## config.mk

```make
export PLATFORM = sky130hd
export DESIGN_NAME = serial_frame_deserializer
export DESIGN_NICKNAME = d
export VERILOG_FILES = /design/src/rtl/serial_frame_pkg.sv /design/src/rtl/serial_frame_deserializer.sv
export SDC_FILE = /design/constraint.sdc
export NUM_CORES = 1
export LEC_CHECK = 0
export BUFFER_PORTS_ARGS = -buffer_cell sky130_fd_sc_hd__buf_2
export CAP_MARGIN = 20
export CELL_PAD_IN_SITES_DETAIL_PLACEMENT = 1
export CELL_PAD_IN_SITES_GLOBAL_PLACEMENT = 2
export CORE_MARGIN = 1.5
export CORE_UTILIZATION = 37
export DETAILED_ROUTE_END_ITERATION = 16
export PLACE_DENSITY = 0.92
export RECOVER_POWER = 100
export SKIP_CTS_REPAIR_TIMING = 1
export SLEW_MARGIN = 30
export SYNTH_ARGS = -nofsm -noshare
export SYNTH_HDL_FRONTEND = slang
export SYNTH_SLANG_ARGS = --single-unit
export TNS_END_PERCENT = 1
```

## constraint.sdc

```tcl
create_clock -name clk -period 3.8 [get_ports clk]
set_input_delay 0.76 -clock clk [delete_from_list [all_inputs] [get_ports clk]]
set_output_delay 0.76 -clock clk [all_outputs]
set_load 0.005 [all_outputs]
```

## src/rtl/serial_frame_pkg.sv

```systemverilog
// Shared types and defaults for the serial frame deserializer.
package serial_frame_pkg;

    localparam int DEFAULT_DATA_WIDTH = 8;

    typedef enum logic [1:0] {
        IDLE   = 2'd0,
        DATA   = 2'd1,
        PARITY = 2'd2,
        STOP   = 2'd3
    } state_e;

endpackage

```

## src/rtl/serial_frame_deserializer.sv

```systemverilog
// Deserializes start/payload/parity/stop frames from a qualified serial bit stream
// into words, pulsing word_wr on good frames and an error pulse on dropped ones.
module serial_frame_deserializer
    import serial_frame_pkg::*;
#(
    parameter int DATA_WIDTH = DEFAULT_DATA_WIDTH,
    parameter int PARITY_EN  = 1,
    parameter int PARITY_ODD = 0
) (
    input  logic                  clk,
    input  logic                  resetn,
    input  logic                  bit_in,
    input  logic                  bit_vld,
    output logic [DATA_WIDTH-1:0] word_out,
    output logic                  word_wr,
    output logic                  parity_err,
    output logic                  frame_err,
    output logic                  busy
);

    localparam int CNT_W = $clog2(DATA_WIDTH);
    localparam logic [CNT_W-1:0] LAST_IDX = CNT_W'(DATA_WIDTH - 1);

    state_e                  state_r;
    logic [CNT_W-1:0]        cnt_r;
    logic [DATA_WIDTH-1:0]   shift_r;
    logic                    par_rx_r;
    logic [DATA_WIDTH-1:0]   word_r;
    logic                    word_wr_r;
    logic                    parity_err_r;
    logic                    frame_err_r;

    function automatic logic expected_parity(input logic [DATA_WIDTH-1:0] data);
        expected_parity = (^data) ^ (PARITY_ODD != 0);
    endfunction

    // Frame FSM, payload capture and registered result pulses.
    always_ff @(posedge clk) begin
        if (!resetn) begin
            state_r      <= IDLE;
            cnt_r        <= '0;
            shift_r      <= '0;
            par_rx_r     <= 1'b0;
            word_r       <= '0;
            word_wr_r    <= 1'b0;
            parity_err_r <= 1'b0;
            frame_err_r  <= 1'b0;
        end else begin
            word_wr_r    <= 1'b0;
            parity_err_r <= 1'b0;
            frame_err_r  <= 1'b0;
            if (bit_vld) begin
                case (state_r)
                    IDLE: begin
                        if (!bit_in) begin
                            state_r <= DATA;
                            cnt_r   <= '0;
                        end
                    end
                    DATA: begin
                        shift_r[cnt_r] <= bit_in;
                        if (cnt_r == LAST_IDX) begin
                            cnt_r   <= '0;
                            state_r <= (PARITY_EN != 0) ? PARITY : STOP;
                        end else begin
                            cnt_r <= cnt_r + CNT_W'(1);
                        end
                    end
                    PARITY: begin
                        par_rx_r <= bit_in;
                        state_r  <= STOP;
                    end
                    STOP: begin
                        state_r <= IDLE;
                        // Bad stop bit outranks a parity mismatch.
                        if (!bit_in) begin
                            frame_err_r <= 1'b1;
                        end else if ((PARITY_EN != 0) && (par_rx_r != expected_parity(shift_r))) begin
                            parity_err_r <= 1'b1;
                        end else begin
                            word_wr_r <= 1'b1;
                            word_r    <= shift_r;
                        end
                    end
                    default: begin
                        state_r <= IDLE;
                        cnt_r   <= '0;
                    end
                endcase
            end
        end
    end

    assign word_out   = word_r;
    assign word_wr    = word_wr_r;
    assign parity_err = parity_err_r;
    assign frame_err  = frame_err_r;
    assign busy       = (state_r != IDLE);

endmodule

```

Yosys cells after proc, flatten, opt, wreduce, memory -nomap -nowiden
Cells that the tools add are included.
{"block": "totals", "out_inout_bits": 12, "elab_cells": 43, "in_bits": 4, "ff_bits": 25}
{"block": "classes", "order_cmp": 2, "mux": 12, "n_eq_ne": 7, "bitwise_logic": 1, "n_addsub": 1, "n_reduce_logical": 12}
{"operator": "AND reduction 3 bit", "n": 3}
{"operator": "bitwise mux 8 bit", "n": 1}
{"operator": "case mux 2 bit (4 select lines)", "n": 1}
{"operator": "AND reduction 4 bit", "n": 2}
{"operator": "parity 8 bit", "n": 1}
{"operator": "two-way mux 3 bit", "n": 2}
{"operator": "case mux 3 bit (2 select lines)", "n": 1}
{"operator": "equality test 2 bit (second input constant)", "n": 2}
{"operator": "< comparator 3 x 4 -> 1 bit (second input constant)", "n": 1}
{"operator": "two-way mux 1 bit", "n": 4}
{"operator": "two-way mux 2 bit", "n": 2}
{"operator": "inequality test 2 bit (second input constant)", "n": 2}
{"operator": "AND reduction 2 bit", "n": 2}
{"operator": "nonzero test 2 bit", "n": 2}
{"operator": "adder 3 x 1 -> 3 bit (second input constant)", "n": 1}
{"operator": "demux 1 bit (select 3 bit)", "n": 1}
{"operator": "equality test 3 bit (second input constant)", "n": 1}
{"operator": ">= comparator 3 x 1 -> 1 bit (second input constant)", "n": 1}
{"operator": "equality test 2 x 1 -> 1 bit (second input constant)", "n": 1}
{"operator": "zero test 2 bit", "n": 1}
{"operator": "logical AND 1 bit", "n": 1}
{"operator": "inequality test 1 bit", "n": 1}
{"operator": "NOT 1 bit", "n": 1}

Longest topological paths before layout
Gate-level depths: netlist (run 1).
{"block": "depth", "ltp_word": 5, "depth_mapped": 6, "depth_no_buf": 6}

Least setup slack after synthesis (run 1)
OpenSTA, ideal clock, no wires.
{"block": "synth_timing", "path_type": "input-to-reg", "from": "input port bit_vld", "to": "register state_r[0]", "cell_stages": 3, "arrival_ns": 1.625, "setup_ns": 0.122, "n_path_buf": 0, "required_ns": 3.678, "setup_slack_ns": 2.053, "path_cell_list": "a21boi_0 o21ai_0 o311a_1"}
{"block": "synth_between", "elab_chain_len": 1}
{"element": "from (decl)", "line": "serial_frame_deserializer.sv:13", "rtl": "input logic bit_vld,"}
{"element": "AND reduction 3 bit (no source line)"}
{"element": "to (signal assigned)", "line": "serial_frame_deserializer.sv:64", "rtl": "state_r <= (PARITY_EN != 0) ? PARITY : STOP;"}
{"element": "to (decl)", "line": "serial_frame_deserializer.sv:24", "rtl": "state_e state_r;"}
No other way between the ends.
A chain may end at the register's enable or synchronous reset.

Final worst setup path (run 1)
{"block": "layout_timing", "from": "register shift_r[0]", "to": "register word_r[0], in the netlist word_out[0]"}
{"block": "layout_between", "elab_chain_len": 4}
{"element": "from (decl)", "line": "serial_frame_deserializer.sv:26", "rtl": "logic [DATA_WIDTH-1:0] shift_r;"}
{"element": "from (signal, indexed assignment)", "line": "serial_frame_deserializer.sv:61", "rtl": "shift_r[cnt_r] <= bit_in;"}
{"element": "parity 8 bit", "line": "serial_frame_deserializer.sv:34", "rtl": "expected_parity = (^data) ^ (PARITY_ODD != 0);"}
{"element": "inequality test 1 bit", "line": "serial_frame_deserializer.sv:78", "rtl": "end else if ((PARITY_EN != 0) && (par_rx_r != expected_parity(shift_r))) begin"}
{"element": "NOT 1 bit (no source line)"}
{"element": "AND reduction 4 bit (no source line)"}
{"element": "to (signal assigned)", "line": "serial_frame_deserializer.sv:82", "rtl": "word_r <= shift_r;"}
{"element": "to (decl)", "line": "serial_frame_deserializer.sv:28", "rtl": "logic [DATA_WIDTH-1:0] word_r;"}
Several ways; a longest one is shown, not always the timed one.

==> results of run 1 <==
[area by class of cell]
type | instances | share of cell area
flip-flops and latches | 25 | 0.3763
well taps | 44 | 0.04139
clock buffers | 4 | 0.01976
multi-input cells | 99 | 0.5005
repair buffers | 15 | 0.05080
inverters | 4 | 0.01129
[flip-flops by register name (all words and copies together), names as in the netlist]
register    count
shift_r         8
word_out        8
cnt_r           3
state_r         2
frame_err       1
par_rx_r        1
parity_err      1
word_wr         1
[critical path: stages (launching register included)]
cell and delay, ns:
dfxtp_1 0.40, xor2_1 0.16, xnor3_2 0.47, mux2i_1 0.78
mux2i_1 0.27
[synthesized netlist by cell type (3+ instances only)]
| cell type | number |
|---|---|
| nor2_1 | 9 |
| mux2i_1 | 11 |
| a32oi_1 | 3 |
| o21ai_0 | 8 |
| nand3_1 | 3 |
| a21boi_0 | 8 |
| nand2b_1 | 3 |
| dfxtp_1 | 25 |
| inv_1 | 4 |
| ha_1 | 7 |
| nor2b_1 | 6 |
| nand2_1 | 28 |
| clkbuf_1 | 4 |
[through the flow]
step	utilization	power, uW	cell area [um2]
5_1_grt	0.4321	455.2	1330
4_1_cts	0.4386	438.1	1350
3_5_place_dp	0.4301	317.8	1324
2_1_floorplan	-	305.0	1209
3_3_place_gp	0.4301	314.7	1324
6_report	0.4321	428.0	1330
[power by group through the flow]
stage	logic [uW]	clock network [uW]	registers, uW
after floorplan	31.0	0	274
after global placement	40.0	0	275
after detailed placement	42.8	0	275
after CTS	43.2	126	269
after global routing	47.2	138	270
final	41.4	117	269
[layer usage]
metal / GRT usage / wire (um) / vias to the layer above
li1: - / - / 473
met1: 0.1892 / 1091 / 438
met2: 0.2578 / 1131 / 13
met3: 0.02597 / 78 / 4
met4: 0.06667 / 38 / 0
met5: 0 / 0 / -
[cells by family (layout without fill, tap and decap cells)]
| family | Yosys count | in the layout |
|---|---|---|
| DFF | 25 | 25 |
| buffers and inverters | 8 | 23 |
| adders and majority gates | 7 | 7 |
| xor gates and xnor gates | 6 | 6 |
| muxes | 12 | 12 |
| AOI/OAI and AO/OA | 20 | 20 |
| and+or+nand+nor | 54 | 54 |
[path summary, 6_finish.rpt]
check	from	end	slack, ns	cells after the start
worst max-delay path	shift_r[0]	word_out[0]	1.66	4
worst min-delay path	word_out[4]	word_out[4]	0.46	2
worst max register to register	shift_r[0]	word_out[0]	1.66	4
worst min register to register	word_out[4]	word_out[4]	0.46	2
==> flow_metrics.py, run 1 <==
metrics = {
    "clock_network": {
        "htreeDepth": 1,
        "clk_pin_slew_ns": 0.13,
        "cts_sinks": 25,
        "root_buffer": "clkbuf_4",
        "clockBufferDepth": 2,
        "cts_tree": "built",
        "cts_made_buffers": 3,
        "clock_latency_ns": 0.31,
    },
    "sta": {
        "setup_viol": 0,
        "fmax_ghz": 0.4684,
        "timing.final.crit_share": 0.5619,
        "rsz0062_at_grt": "false",
        "relSlewSlack": 0.2091,
        "setup_ws_ns": 1.665,
        "final_max_slew_viol_count": 0,
        "worst_pin_slew_ns": 1.186,
        "hold_ws_ns": 0.4641,
        "fin_skew_ns": 0.005449,
        "fin_crit_ns": 2.135,
        "hold_violations": 0,
        "tns_ns": 0,
    },
    "yosys": {
        "synth_top_area_share": 0.4141,
        "syn_nets": 143,
        "synth_cells": 132,
        "yosysTopAreaCell": "dfxtp_1",
        "async_flop_share": 0,
        "synth_flop_cell": "dfxtp_1",
        "synthSimpleGateAreaFrac": 0.1988,
        "synthTopCellsByArea": "dfxtp_1 (41%), mux2i_1 (9.1%), nand2_1 (8.7%)",
        "synthXorXnorAreaFrac": 0.06729,
        "synth_edf_count": 0,
        "synth-compound-area-share": 0.1128,
        "synth_top_family_by_area": "simple AND/OR/NAND/NOR gates",
        "syn_area_per_cell_um2": 9.157,
        "yosysUniqueCellTypes": 22,
        "synth_seq_area_share": 0.4141,
        "ys_warn_count": 0,
        "syn_area_um2": 1209,
        "ys_ff_latch": 25,
        "yosys.area_share.adder": 0.07246,
        "synthMuxAreaShare": 0.1097,
    },
    "worst_hold_path": {
        "hold_class": "register to register",
    },
    "placement": {
        "portBuffers": 15,
        "gp_congestion": 0.7248,
        "dp_slack_ns": 1.713,
        "place_inst": 187,
        "dp_hpwl_um": 1753,
    },
    "critical_path": {
        "worstPathArrival_ns": 2.39,
        "critPathCaptureType": "register",
        "worstPathRequired_ns": 4.05,
        "worstSetupPathType": "register to register",
        "crit_fanout": 8,
        "worstSetupStartpointType": "register",
    },
    "grt": {
        "grt_pass1_vias": 921,
        "grt_overflow": 0,
        "grt_pass1_wl_um": 4126,
        "grtUsageTotal": 0.1528,
        "grt_max_degree": 34,
        "antenna_found_initial": 0,
    },
    "drt": {
        "dr.pass1.iters": 4,
        "viasPerCell": 4.859,
        "post-route-drc-count": 0,
        "drtAntennaViolNets": 0,
        "vias": 928,
        "detail_route.wl_per_cell_um": 12.24,
        "totalWireLength_um": 2338,
        "first_iter_violations": 29,
    },
    "run": {
        "maxCapViolations": 0,
    },
    "final_layout": {
        "n_fill_cell": 390,
        "drive_gt1_frac": 0.08844,
        "area_growth_pct": 10.04,
        "final_nets": 159,
        "fin_cells": 191,
        "multiInputGateArea_um2": 665.6,
        "seqCellArea_um2": 500.5,
        "layout_common_cells": "nand2_1 (28), dfxtp_1 (25), mux2i_1 (12), nor2_1 (9), buf_2 (9)",
        "diodes": 0,
        "final_common_cell": "nand2_1",
    },
    "die": {
        "die_x_um": 60.16,
        "dieArea_um2": 3619,
        "start_util": 0.3927,
        "coreArea_um2": 3078,
        "placementRows": 20,
        "die_y_um": 60.16,
        "ios": 16,
    },
    "pwr": {
        "p_per_area_nw_per_um2": 321.8,
        "swShare": 0.2460,
        "p_leak_uw": 0.0005010,
        "p_int_uw": 322.7,
        "share_clk_of_total_power": 0.274,
        "power_frac_comb": 0.097,
        "max-vdd-ir-drop_uv": 86.92,
        "netSwitchingPower_uw": 105.3,
        "seqPwrFrac": 0.629,
    },
    "status": {
        "outcome": "completed",
    },
}
Power figures use the tool's default switching activity.
==> run 2: changes to the inputs <==
--- a/config.mk
+++ b/config.mk
@@ -10,9 +10,9 @@
 export CELL_PAD_IN_SITES_DETAIL_PLACEMENT = 1
 export CELL_PAD_IN_SITES_GLOBAL_PLACEMENT = 2
 export CORE_MARGIN = 1.5
-export CORE_UTILIZATION = 37
+export CORE_UTILIZATION = 31
 export DETAILED_ROUTE_END_ITERATION = 16
-export PLACE_DENSITY = 0.92
+export PLACE_DENSITY = 0.83
 export RECOVER_POWER = 100
 export SKIP_CTS_REPAIR_TIMING = 1
 export SLEW_MARGIN = 30
==> constraint.sdc (replaced) <==
create_clock -name clk -period 1.9 [get_ports clk]
set_input_delay 0.38 -clock clk [delete_from_list [all_inputs] [get_ports clk]]
set_output_delay 0.38 -clock clk [all_outputs]
set_load 0.005 [all_outputs]
==> run 2 against run 1 <==
Cell count rose by 3.7%; register-to-register slack worse by 1.5 ns; global-route usage decreased by 1.2 points; hold slack got worse by 0.070 ns; critical path depth increased by 3.
==> flow_metrics.py, run 2 (synthesized netlist as in run 1, its figures left out) <==
metrics = {
    "clock_network": {
        "cts_tree": "built",
        "clockBufferDepth": 2,
        "cts_made_buffers": 3,
        "htreeDepth": 1,
        "root_buffer": "clkbuf_8",
        "cts_sinks": 25,
        "clk_pin_slew_ns": 0.09,
        "clock_latency_ns": 0.28,
    },
    "sta": {
        "setup_ws_ns": 0.1575,
        "fmax_ghz": 0.5739,
        "fin_skew_ns": 0.002967,
        "hold_violations": 0,
        "rsz0062_at_grt": "false",
        "relSlewSlack": 0.1526,
        "fin_crit_ns": 1.743,
        "worst_pin_slew_ns": 1.271,
        "setup_viol": 0,
        "tns_ns": 0,
        "final_max_slew_viol_count": 0,
        "timing.final.crit_share": 0.9171,
    },
    "critical_path": {
        "crit_end": "cnt_r[2]",
        "worstSetupStartpointType": "register",
        "crit_fanout": 4,
        "timing.rr.start": "state_r[0]",
        "reg2reg_to": "cnt_r[2]",
        "cpPeakStageDelay_ns": 0.37,
        "crit_cells": 7,
        "worstPathArrival_ns": 1.92,
        "regToRegSetupSlack_ns": 0.16,
        "critPathCaptureType": "register",
        "worstPathCellList": "inv_1, ha_1, a21boi_0, clkbuf_1, o21ai_0, a32oi_1, nor2b_1",
        "worst-path-buf-inv": 2,
        "startpoint": "state_r[0]",
        "crit_slowest_cell": "dfxtp_1",
        "worstSetupPathType": "register to register",
        "worstPathRequired_ns": 2.07,
        "crit_family": "compound AO/OA/AOI/OAI gates",
        "reg2regPathDepth": 7,
    },
    "die": {
        "die_x_um": 65.44,
        "ios": 16,
        "start_util": 0.3253,
        "die_y_um": 65.44,
        "placementRows": 22,
        "coreArea_um2": 3716,
        "dieArea_um2": 4282,
    },
    "drt": {
        "post-route-drc-count": 0,
        "drtAntennaViolNets": 0,
        "vias": 955,
        "first_iter_violations": 29,
        "viasPerCell": 4.823,
        "dr.pass1.iters": 3,
        "totalWireLength_um": 2577,
        "detail_route.wl_per_cell_um": 13.02,
    },
    "run": {
        "maxCapViolations": 0,
    },
    "grt": {
        "grt_pass1_wl_um": 4498,
        "antenna_found_initial": 0,
        "grt_pass1_vias": 966,
        "grt_max_degree": 34,
        "grtUsageTotal": 0.1406,
        "grt_overflow": 0,
    },
    "pwr": {
        "p_int_uw": 713.9,
        "p_leak_uw": 0.0005211,
        "seqPwrFrac": 0.558,
        "share_clk_of_total_power": 0.350,
        "p_per_area_nw_per_um2": 695.3,
        "max-vdd-ir-drop_uv": 451.4,
        "power_frac_comb": 0.092,
        "netSwitchingPower_uw": 249.1,
        "swShare": 0.2587,
    },
    "placement": {
        "dp_slack_ns": 0.1590,
        "dp_hpwl_um": 1881,
        "place_inst": 194,
        "gp_congestion": 0.7245,
        "portBuffers": 15,
    },
    "final_layout": {
        "area_growth_pct": 14.60,
        "n_fill_cell": 449,
        "drive_gt1_frac": 0.1200,
        "final_common_cell": "nand2_1",
        "final_nets": 162,
        "multiInputGateArea_um2": 678.2,
        "diodes": 0,
        "layout_common_cells": "nand2_1 (28), dfxtp_1 (25), buf_2 (12), mux2i_1 (11), nor2_1 (9)",
        "final_util": 0.3727,
        "seqCellArea_um2": 500.5,
        "fin_cells": 198,
    },
    "worst_hold_path": {
        "hold_class": "input port to register",
    },
    "status": {
        "outcome": "completed",
    },
}
==> run 2: power by group through the flow <==
stage | Combinational, uW | Clock [uW] | Sequential, uW
2_1_floorplan | 62.0 | 0 | 548
3_3_place_gp | 86.6 | 0 | 549
3_5_place_dp | 93.7 | 0 | 550
4_1_cts | 94.4 | 358 | 538
5_1_grt | 101 | 372 | 538
6_report | 89.0 | 337 | 537
==> run 2: area by class of cell <==
cell class              count  share of cell area
multi-input cells          99              0.4896
clock inverters             1            0.005420
well taps                  48             0.04336
flip-flops and latches     25              0.3613
inverters                   4             0.01084
clock buffers               3             0.02981
repair buffers             18             0.05962
==> run 2: through the flow <==
step                      power, uW  hold slack (ns)  instance area [um2]
after detailed placement      643.4           0.4469                 1351
after floorplan               609.9           0.4481                 1209
final                         963.1           0.3937                 1385
after global placement        635.7           0.4395                 1351
after CTS                     989.5           0.3855                 1400
after global routing           1012           0.4119                 1385
==> run 2: routing by layer <==
| layer | GRT usage | part of all wire |
|---|---|---|
| met3 | 0.04110 | 0.032 |
| met1 | 0.1571 | 0.46 |
| met5 | 0 | 0 |
| met2 | 0.2462 | 0.48 |
| met4 | 0.06250 | 0.019 |
==> run 2: worst min path at each step <==
| stage | start | to | slack [ns] | cells after the start |
|---|---|---|---|---|
| global placement | word_out[4] | word_out[4] | 0.44 | 2 |
| CTS | bit_vld | frame_err | 0.39 | 3 |
| detailed placement | word_out[7] | word_out[7] | 0.45 | 2 |
| global route | bit_vld | frame_err | 0.41 | 3 |
| floorplan | shift_r[7] | word_out[7] | 0.45 | 2 |
| finish | bit_vld | frame_err | 0.39 | 3 |
==> run 2: worst reg2reg max path, cell delays in order, from the launching register on <==
cell and delay, ns:
dfxtp_1 0.37, inv_1 0.10, ha_1 0.24, a21boi_0 0.24, clkbuf_1 0.22, o21ai_0 0.19
a32oi_1 0.21, nor2b_1 0.07
==> run 3: changes to the inputs <==
--- a/config.mk
+++ b/config.mk
@@ -5,13 +5,14 @@
 export SDC_FILE = /design/constraint.sdc
 export NUM_CORES = 1
 export LEC_CHECK = 0
-export BUFFER_PORTS_ARGS = -buffer_cell sky130_fd_sc_hd__buf_2
+export ABC_CLOCK_PERIOD_IN_PS = 1900
 export CAP_MARGIN = 20
 export CELL_PAD_IN_SITES_DETAIL_PLACEMENT = 1
 export CELL_PAD_IN_SITES_GLOBAL_PLACEMENT = 2
-export CORE_MARGIN = 1.5
-export CORE_UTILIZATION = 31
+export CORE_MARGIN = 5
+export CORE_UTILIZATION = 34
 export DETAILED_ROUTE_END_ITERATION = 16
+export DONT_BUFFER_PORTS = 1
 export PLACE_DENSITY = 0.83
 export RECOVER_POWER = 100
 export SKIP_CTS_REPAIR_TIMING = 1
==> run 3 against run 2 <==
Sequential share of layout area increased by 2.5 points; utilization is 0.97 points higher; flip-flop and latch count did not move; power down 11%; critical path type unchanged.
==> flow_metrics.py, run 3 (synthesized netlist as in run 1, its figures left out) <==
metrics = {
    "final_layout": {
        "area_growth_pct": 7.246,
        "n_fill_cell": 402,
        "final_nets": 147,
        "final_common_cell": "nand2_1",
        "layout_common_cells": "nand2_1 (28), dfxtp_1 (25), mux2i_1 (11), nor2_1 (9)",
        "diodes": 0,
        "final_util": 0.3824,
        "drive_gt1_frac": 0.05185,
    },
    "sta": {
        "fmax_ghz": 0.5596,
        "fin_crit_ns": 1.787,
        "hold_violations": 0,
        "setup_viol": 0,
        "timing.final.crit_share": 0.9406,
        "final_max_slew_viol_count": 0,
        "relSlewSlack": 0.6983,
        "tns_ns": 0,
        "rsz0062_at_grt": "false",
        "hold_ws_ns": 0.1090,
        "worst_pin_slew_ns": 0.4430,
        "fin_skew_ns": 0.008495,
    },
    "critical_path": {
        "regToRegSetupSlack_ns": 0.11,
        "worstPathRequired_ns": 2.17,
        "worstSetupPathType": "register to register",
        "crit_fanout": 8,
        "timing.rr.start": "shift_r[1]",
        "critPathCaptureType": "register",
        "worstSetupStartpointType": "register",
        "reg2regPathDepth": 4,
        "reg2reg_to": "word_out[6]",
        "worstPathArrival_ns": 2.05,
    },
    "pwr": {
        "finalPower_uw": 857.2,
        "max-vdd-ir-drop_uv": 522.9,
        "p_per_area_nw_per_um2": 661.3,
        "p_leak_uw": 0.0004505,
    },
    "worst_hold_path": {
        "hold_start": "bit_in",
        "whs_endpoint": "frame_err",
        "hold_depth": 1,
        "hold_class": "input port to register",
    },
    "grt": {
        "grt_pass1_wl_um": 4498,
        "grt_max_degree": 34,
        "antenna_found_initial": 0,
        "grtUsageTotal": 0.1137,
        "grt_overflow": 0,
        "grt_pass1_vias": 953,
    },
    "drt": {
        "vias": 883,
        "detail_route.wl_per_cell_um": 13.41,
        "totalWireLength_um": 2427,
        "viasPerCell": 4.878,
        "first_iter_violations": 42,
        "dr.pass1.iters": 4,
        "post-route-drc-count": 0,
        "drtAntennaViolNets": 0,
    },
    "placement": {
        "portBuffers": 0,
        "dp_hpwl_um": 1857,
        "gp_congestion": 0.7318,
    },
    "run": {
        "maxCapViolations": 0,
    },
    "clock_network": {
        "clock_latency_ns": 0.32,
        "cts_made_buffers": 3,
        "root_buffer": "clkbuf_4",
        "clk_pin_slew_ns": 0.15,
        "cts_tree": "built",
        "clockBufferDepth": 2,
        "htreeDepth": 1,
        "cts_sinks": 25,
    },
    "die": {
        "placementRows": 21,
        "die_y_um": 69.62,
        "dieArea_um2": 4847,
        "ios": 16,
        "coreArea_um2": 3390,
        "start_util": 0.3566,
        "die_x_um": 69.62,
    },
    "status": {
        "outcome": "completed",
    },
}
-- run 3: power breakdown --
group,internal (uW),switching (uW),leakage (uW)
logic,31.5,36.3,0.000235
registers,531,7.41,0.000202
clock network,80.4,170,0.0000139
-- run 3: final cells by class --
cell class	count	area (um2)	area share
tap	46	57.56	0.04440
clock buffer	3	22.52	0.01737
inverter	4	15.01	0.01158
sequential	25	500.5	0.3861
multi-input combinational	99	678.2	0.5232
timing repair buffer	3	15.01	0.01158
clock inverter	1	7.507	0.005792
-- run 3: how the worst max path moves through the flow --
stage | startpoint | to | slack [ns] | depth (start not counted)
floorplan | state_r[0] | state_r[0] | 0.28 | 5
global placement | shift_r[1] | word_out[5] | 0.23 | 4
detailed placement | shift_r[1] | word_out[6] | 0.12 | 4
CTS | shift_r[1] | word_out[6] | 0.08 | 4
global route | shift_r[1] | word_out[3] | 0.01 | 4
finish | shift_r[1] | word_out[6] | 0.11 | 4
-- run 3: critical path, cell delays in order (launching register included) --
cell	delay (ns)
dfxtp_1	0.41
xor2_1	0.17
xnor3_2	0.49
mux2i_4	0.42
mux2i_1	0.25
-- run 3: per-stage QoR --
step                instance area (um2)  setup slack [ns]  cells
floorplan                          1209            0.2790    132
global placement                   1274            0.2322    177
detailed placement                 1274            0.1183    177
CTS                                1304           0.08375    181
global route                       1296           0.01240    181
finish                             1296            0.1129    181
-- run 3: metal layers --
| layer | GRT usage | up-vias | share of wire |
|---|---|---|---|
| li1 | - | 451 | - |
| met1 | 0.1370 | 416 | 0.45 |
| met2 | 0.1960 | 14 | 0.49 |
| met3 | 0.03768 | 2 | 0.051 |
| met4 | 0.02553 | 0 | 0.0070 |
| met5 | 0 | - | 0 |
